**src/rtl/sram_stream_reader.sv**
```systemverilog
// sram_stream_reader: streams LEN words from a synchronous SRAM read
// port, starting at BASE_ADDR, into a valid/ready sink via a 4-deep FIFO.
//
// Ports:
//   CLK, RST          clock, synchronous active-high reset
//   START, BASE_ADDR, LEN   transfer request (sampled in IDLE)
//   BUSY, DONE        transfer active / one-cycle completion pulse
//   ENB, ADDRB, DOUTB SRAM read port (data valid one cycle after ENB)
//   M_VALID, M_READY, M_DATA, M_LAST   output stream
//   ABORT             only when SRAM_READER_ABORT_EN is defined
module sram_stream_reader #(
  parameter int DWIDTH = 32,
  parameter int AWIDTH = 5
) (
  input  logic              CLK,
  input  logic              RST,
  input  logic              START,
  input  logic [AWIDTH-1:0] BASE_ADDR,
  input  logic [AWIDTH:0]   LEN,
  output logic              BUSY,
  output logic              DONE,
  output logic              ENB,
  output logic [AWIDTH-1:0] ADDRB,
  input  logic [DWIDTH-1:0] DOUTB,
  output logic              M_VALID,
  input  logic              M_READY,
`ifdef SRAM_READER_ABORT_EN
  input  logic              ABORT,
`endif
  output logic [DWIDTH-1:0] M_DATA,
  output logic              M_LAST
);

  typedef enum logic [1:0] {
    S_IDLE,
    S_RUN,
    S_DRAIN
  } state_t;

  localparam logic [AWIDTH:0]   L_ONE = 1;
  localparam logic [AWIDTH-1:0] A_ONE = 1;

  state_t            r_state;
  logic              r_busy;
  logic              r_done;
  logic              r_enb;
  logic              r_cap;
  logic [AWIDTH-1:0] r_addr;
  logic [AWIDTH:0]   r_rd_left;
  logic [AWIDTH:0]   r_out_left;
  logic [DWIDTH-1:0] r_mem [4];
  logic [1:0]        r_wp;
  logic [1:0]        r_rp;
  logic [2:0]        r_cnt;

  logic              w_vld;
  logic              w_pop;
  logic              w_last;
  logic [3:0]        w_pend;
  logic              w_room;
  logic              w_abort;

  assign w_vld  = (r_cnt != 3'd0);
  assign w_pop  = w_vld && M_READY;
  assign w_last = w_vld && (r_out_left == L_ONE);

  // FIFO words plus reads whose data has not landed yet:
  // r_enb is the read on the bus now, r_cap the one landing this edge.
  assign w_pend = {1'b0, r_cnt} + {3'b0, r_enb} + {3'b0, r_cap};
  assign w_room = (w_pend < 4'd4);

`ifdef SRAM_READER_ABORT_EN
  assign w_abort = ABORT && r_busy;
`else
  assign w_abort = 1'b0;
`endif

  always_ff @(posedge CLK) begin
    if (r_cap) begin
      r_mem[r_wp] <= DOUTB;
    end
  end

  always_ff @(posedge CLK) begin
    if (RST) begin
      r_state    <= S_IDLE;
      r_busy     <= 1'b0;
      r_done     <= 1'b0;
      r_enb      <= 1'b0;
      r_cap      <= 1'b0;
      r_addr     <= '0;
      r_rd_left  <= '0;
      r_out_left <= '0;
      r_wp       <= '0;
      r_rp       <= '0;
      r_cnt      <= '0;
    end else if (w_abort) begin
      r_state    <= S_IDLE;
      r_busy     <= 1'b0;
      r_done     <= 1'b1;
      r_enb      <= 1'b0;
      r_cap      <= 1'b0;
      r_rd_left  <= '0;
      r_out_left <= '0;
      r_wp       <= '0;
      r_rp       <= '0;
      r_cnt      <= '0;
    end else begin
      r_done <= 1'b0;
      r_enb  <= 1'b0;
      r_cap  <= r_enb;
      if (r_cap) begin
        r_wp <= r_wp + 2'd1;
      end
      if (w_pop) begin
        r_rp       <= r_rp + 2'd1;
        r_out_left <= r_out_left - L_ONE;
      end
      r_cnt <= r_cnt + {2'b0, r_cap} - {2'b0, w_pop};
      unique case (r_state)
        S_IDLE: begin
          if (START) begin
            if (LEN != '0) begin
              r_state    <= S_RUN;
              r_busy     <= 1'b1;
              r_enb      <= 1'b1;
              r_addr     <= BASE_ADDR;
              r_rd_left  <= LEN - L_ONE;
              r_out_left <= LEN;
            end else begin
              r_done <= 1'b1;
            end
          end
        end
        S_RUN: begin
          if (r_rd_left == '0) begin
            r_state <= S_DRAIN;
          end else if (w_room) begin
            r_enb     <= 1'b1;
            r_addr    <= r_addr + A_ONE;
            r_rd_left <= r_rd_left - L_ONE;
          end
        end
        S_DRAIN: begin
          if (w_pop && w_last) begin
            r_state <= S_IDLE;
            r_busy  <= 1'b0;
            r_done  <= 1'b1;
          end
        end
        default: begin
          r_state <= S_IDLE;
        end
      endcase
    end
  end

  assign BUSY    = r_busy;
  assign DONE    = r_done;
  assign ENB     = r_enb;
  assign ADDRB   = r_addr;
  assign M_VALID = w_vld;
  assign M_DATA  = w_vld ? r_mem[r_rp] : '0;
  assign M_LAST  = w_last;

endmodule

```
**config.mk**
```make
export PLATFORM = sky130hd
export DESIGN_NAME = sram_stream_reader
export DESIGN_NICKNAME = d
export VERILOG_FILES = /design/src/rtl/sram_stream_reader.sv
export SDC_FILE = /design/constraint.sdc
export NUM_CORES = 1
export LEC_CHECK = 0
export ABC_CLOCK_PERIOD_IN_PS = 2180
export CORE_MARGIN = 4
export CORE_UTILIZATION = 37
export DETAILED_ROUTE_END_ITERATION = 10
export PLACE_DENSITY = 0.65
export SYNTH_ARGS = -nofsm -noshare
export SYNTH_HDL_FRONTEND = slang
export SYNTH_SLANG_ARGS = --single-unit
```
**constraint.sdc**
```tcl
create_clock -name CLK -period 2.18 [get_ports CLK]
set_clock_uncertainty 0.1 [all_clocks]
set_input_delay 0.545 -clock CLK [delete_from_list [all_inputs] [get_ports CLK]]
set_output_delay 0.545 -clock CLK [all_outputs]
set_load 0.02 [all_outputs]
```
; Yosys cells after proc, flatten, opt, wreduce, memory -nomap -nowiden
; Memories as Yosys holds them, arrays and structs flattened. A register that Yosys moved wholly into a read port is not among the register bits.
; Cells that the tools add are included.
[op_classes]
reduce_logical = 12
magnitude_cmp = 1
muxes = 37
addsub = 10
n_eq_ne = 9
[op_table]
columns = operator, n
row1 = 6-bit two-way mux, 8
row2 = 32-bit two-way mux, 1
row3 = 5-bit two-way mux, 4
row4 = 6-bit by 1-bit subtractor with 6-bit output (second input constant), 3
row5 = 1-bit two-way mux, 12
row6 = 2-bit two-way mux, 6
row7 = 2-bit inequality test (second input constant), 6
row8 = 6-bit one-hot mux with 2 select lines, 1
row9 = 5-bit one-hot mux with 2 select lines, 1
row10 = 4-bit AND reduction, 2
row11 = 6-bit by 1-bit equality test with 1-bit output (second input constant), 1
row12 = 6-bit zero test, 1
row13 = 1-bit one-hot mux with 2 select lines, 3
row14 = 2-bit one-hot mux with 3 select lines, 1
row15 = 6-bit nonzero test, 1
row16 = 5-bit by 1-bit adder with 5-bit output (second input constant), 1
row17 = 5-bit AND reduction, 1
row18 = 2-bit by 1-bit adder with 2-bit output (second input constant), 2
row19 = 3-bit by 1-bit adder with 4-bit output, 1
row20 = 4-bit by 1-bit adder with 4-bit output, 1
row21 = 4-bit by 3-bit less-than comparator with 1-bit output (second input constant), 1
row22 = 2-bit nonzero test, 2
row23 = 3-bit by 1-bit adder with 3-bit output, 1
row24 = 1-bit logical AND, 3
row25 = 5 further kinds, 5
[totals]
wordCells = 81
mem_count = 1
input_bits = 47
output_inout_bits = 42
reg_bits = 30
ramBits = 128
[mem_list]
columns = memory, depth, word_bits, read_ports, rd_clocked_by_memory_dff, write_ports, line
row1 = r_mem, 4, 32, 1, 1, 1, 51  ; logic [DWIDTH-1:0] r_mem [4];

; Logic depth before layout (Yosys ltp)
[logic_depth]
depth_word = 6
mapped_depth = 8
depth_no_buf = 8

; Worst setup path before layout
; OpenSTA, ideal clock, no wires.
[synth_timing]
path_kind = reg-to-reg
startpoint = register r_cnt[1]
endpoint = register r_cnt[2]
synth_period_minus_slack_ns = 2.288
setup_ns = 0.128
path_stages_with_launch = 9
required_time_ns = 1.952
path_buffers = 0
arrival_time_ns = 2.061
setup_slack_ns = -0.108
path_cell_list = dfxtp_1 > o31ai_1 > inv_1 > ha_1 > inv_1 > ha_1 > fa_1 > xor2_1 > nor2_1
[synth_between]
elab_chain_len = 3
elab_cells_between_ends = 4
cone_classes = 2 x add/sub / 2 x reduce/logical
[synth_rtl]
columns = item, line
row1 = from (decl), 54  ; logic [2:0] r_cnt;
row2 = from (signal assigned), 119  ; r_cnt <= r_cnt + {2'b0, r_cap} - {2'b0, w_pop};
row3 = 3-bit nonzero test, 63  ; assign w_vld = (r_cnt != 3'd0);
row4 = 1-bit logical AND, 64  ; assign w_pop = w_vld && M_READY;
row5 = named net w_pop, 57  ; logic w_pop;
row6 = 3-bit by 1-bit subtractor with 3-bit output, 119
; The timed path passes the listed nets, and every way through them passes these cells.
; A chain may end at the register's enable or synchronous reset.

==> impl_metrics.csv <==
group,metric,value,unit
logic_synthesis,ys_seq_area_frac,0.6789,
clock_network,clk_path_buf_depth,2,
floorplan,rows,48,
clock_network,cts_max_level,4,
grt,grt_pass1_wl,22.32,mm
logic_synthesis,netlist.area_leader.share,0.5819,
clock_network,clock-sinks,160,
grt,grt_usage,0.1452,
sta,period_share,1.162,
cells_and_area,final_cell_mix,"128 x edfxtp_1, 52 x clkdlybuf4s50_1, 47 x buf_4",
sta,finalSetupViolCount,33,
worst_setup_path,crit_type,"reg -> out",
route,routedWlPerCell,17.74,um
sta,timing.fmax,0.3949,GHz
clock_network,clkTransAtPathRegs,0.06,ns
worst_setup_path,arrival,1.89,ns
worst_setup_path,cp.required,1.53,ns
outcome,status,"finished with violations",
placement,post-dp-hpwl,8.936,mm
placement,dp_slack,-0.3305,ns
sta,period_needed,2.532,ns
clock_network,cts_made_buffers,17,
placement,place.gp.congestion,0.8486,
route,totalWireLength,14.26,mm
worst_setup_path,cpPeakStageDelay,0.50,ns
worst_setup_path,endpoint_kind,"output port",
cells_and_area,fill_cells,1415,
logic_synthesis,netlist_area,6605,sq um
cells_and_area,final_nets,626,
floorplan,coreArea,17420,sq um
sta,rsz0062_at_grt,"yes",
logic_synthesis,ys_ff_latch,160,
cells_and_area,regArea,4493,sq um
logic_synthesis,synthCells,420,
job,drv_cap,0,
floorplan,die_w,141.6,um
route,met2_length,7.396,mm
logic_synthesis,async_flop_share,0,
cells_and_area,syn2layout_area_growth,38.89,%
clock_network,cts_hold_buf,0,
placement,io_buffer_count,88,
worst_setup_path,cp-start-kind,"flip-flop",
sta,slew_violations,0,
route,ant_nets,0,
grt,overflow,0,
floorplan,start_util,0.3792,
power_and_ir_drop,p_int,7.472,mW
logic_synthesis,synth_top_area_cell,"edfxtp_1",
route,drtPass1Iterations,4,
logic_synthesis,synth_nets,480,
grt,grt_pass1_vias,4283,
floorplan,die_y,141.6,um
power_and_ir_drop,vdd_drop_max,0.6643,mV
sta,hold_viol,0,
power_and_ir_drop,clockPowerShare,0.260,
power_and_ir_drop,swShare,0.3138,
worst_setup_path,path_max_fanout,6,
logic_synthesis,ys_warn_count,0,
worst_setup_path,cp_slowest_cell,"mux4_2",
clock_network,cts_tree,"built",
sta,relSlewSlack,0.4094,
logic_synthesis,netlist_top_cells_area,"edfxtp_1 58%, mux4_2 11%, dfxtp_1 9.7%",
route,drt_iter0_drc,205,
clock_network,worstSkewPairLatency,0.42,ns
logic_synthesis,synth-edff-count,128,
placement,placedCellCount,758,
grt,grt_max_degree,36,
worst_setup_path,cp_cell_sequence,"buf_12 -> buf_16 -> mux4_2 -> nor2b_1 -> buf_4",
sta,setup_tns,-8.524,ns
placement,place_area,8080,sq um
worst_hold_path,hp-class,"reg -> reg",
floorplan,die-area,20050,sq um
power_and_ir_drop,p_leak,3.301,nW
sta,worst_slew_pin_slew,0.8859,ns
power_and_ir_drop,p_per_area,1187,nW/um^2
power_and_ir_drop,p_sw,3.417,mW
power_and_ir_drop,combPwrFrac,0.404,
grt,antenna_found_initial,1,
cells_and_area,drive_gt1_frac,0.3644,
cells_and_area,finalInstanceArea,9174,sq um
clock_network,cts_root_buf,"clkbuf_16",
route,vias,4062,
cells_and_area,multi_input_area,2298,sq um
route,wl_met3,683,um
outcome,violations,"setup timing",
floorplan,pin_count,89,
sta,post-route-worst-setup-slack,-0.3523,ns
route,routed.top_layer,"met5",
cells_and_area,layout.cells.non_filler,804,
logic_synthesis,avgSynthCellArea,15.73,sq um
route,wl_met1,6.063,mm
logic_synthesis,ys.flop_type,"edfxtp_1",
power_and_ir_drop,p_seq_frac,0.336,
route,via_per_inst,5.052,
logic_synthesis,yosys.cell_types.count,49,
cells_and_area,layout_commonest_cell,"edfxtp_1",
route,drcViolationCount,0,
cells_and_area,diodes,0,
power_and_ir_drop,finalPower,10.89,mW
## cell type report
class / instances / area share
Timing Repair Buffer: 146 / 0.1626
Clock inverter: 15 / 0.01596
Tap cell: 225 / 0.03069
Clock buffer: 17 / 0.04637
Inverter: 10 / 0.004092
Sequential cell: 160 / 0.4898
Multi-Input combinational cell: 231 / 0.2505
## layer usage
metal  GRT usage  up-vias
li1            -     1911
met1      0.1830     2027
met2      0.2451      110
met3     0.04044       12
met4     0.04343        2
met5           0        -
## synth_stat cells (4+ instances only)
library cell,count
inv_1,10
and2_1,4
xnor2_1,7
o21ai_0,8
o32ai_1,4
a21oi_1,16
edfxtp_1,128
nand2b_1,7
nand3_1,7
mux4_2,32
dfxtp_1,32
a22oi_1,4
buf_2,5
nand2_1,20
ha_1,12
nor2_1,22
clkbuf_1,11
nor2b_1,36
nor3_1,11
## state kept, by name, summed over array words and instances, names as in the netlist, 2 cells and up, named ones only
| register | count |
|---|---|
| r_mem | 128 |
| r_out_left | 6 |
| r_rd_left | 6 |
| r_rp | 2 |
| r_cnt | 3 |
| ADDRB | 5 |
| r_wp | 2 |
| r_state | 2 |
## power groups by stage
stage / Sequential [mW] / Combinational [mW] / Clock (mW)
global route: 3.68 / 4.69 / 3.04
finish: 3.66 / 4.40 / 2.83
detailed placement: 3.68 / 3.39 / 0
global placement: 3.67 / 3.33 / 0
CTS: 3.64 / 3.72 / 2.90
floorplan: 3.69 / 1.88 / 0
## final timing paths
check / from / end / slack (ns) / cells past startpoint
hold / removal: r_rd_left[0] / r_rd_left[0] / 0.38 / 2
setup / recovery: flip-flop / M_DATA[12] / -0.35 / 5
setup reg to reg: r_cnt[0] / r_rd_left[4] / 0.06 / 8
hold reg to reg: r_rd_left[0] / r_rd_left[0] / 0.38 / 2
## stage by stage
| stage | utilization | hold WS, ns |
|---|---|---|
| after floorplan | - | 0.3526 |
| after global placement | 0.4639 | 0.3694 |
| after detailed placement | 0.4639 | 0.3718 |
| after CTS | 0.5037 | 0.3829 |
| after global routing | 0.5267 | 0.4126 |
| final | 0.5267 | 0.3804 |
## kinds of logic (layout without fill, tap and decap cells)
| group | count (synthesis) | after routing | synth area share |
|---|---|---|---|
| DFF | 160 | 160 | 0.6789 |
| and+or+nand+nor | 123 | 123 | 0.1004 |
| AOI/OAI and AO/OA | 49 | 50 | 0.04736 |
| muxes | 36 | 36 | 0.1159 |
| buffers and inverters | 30 | 188 | 0.01970 |
| adders and majority gates | 13 | 13 | 0.02576 |
| xor gates and xnor gates | 9 | 9 | 0.01193 |
## repair_timing
| item | in CTS | in global routing |
|---|---|---|
| setup buffers | 7 | 3 |
| gates resized for setup | 158 | 107 |
| cloned | 4 | 1 |
| setup endpoints to repair | 34 | 49 |
| pin swaps | 1 | 7 |
## worst max-delay path: cells and delay by family (launching register included)
kind / cells / cell delay (ns)
and+or+nand+nor: 1 / 0.14
DFF: 1 / 0.42
buffers and inverters: 3 / 0.41
muxes: 1 / 0.50
Note: power is estimated with default switching activity, not from simulation.
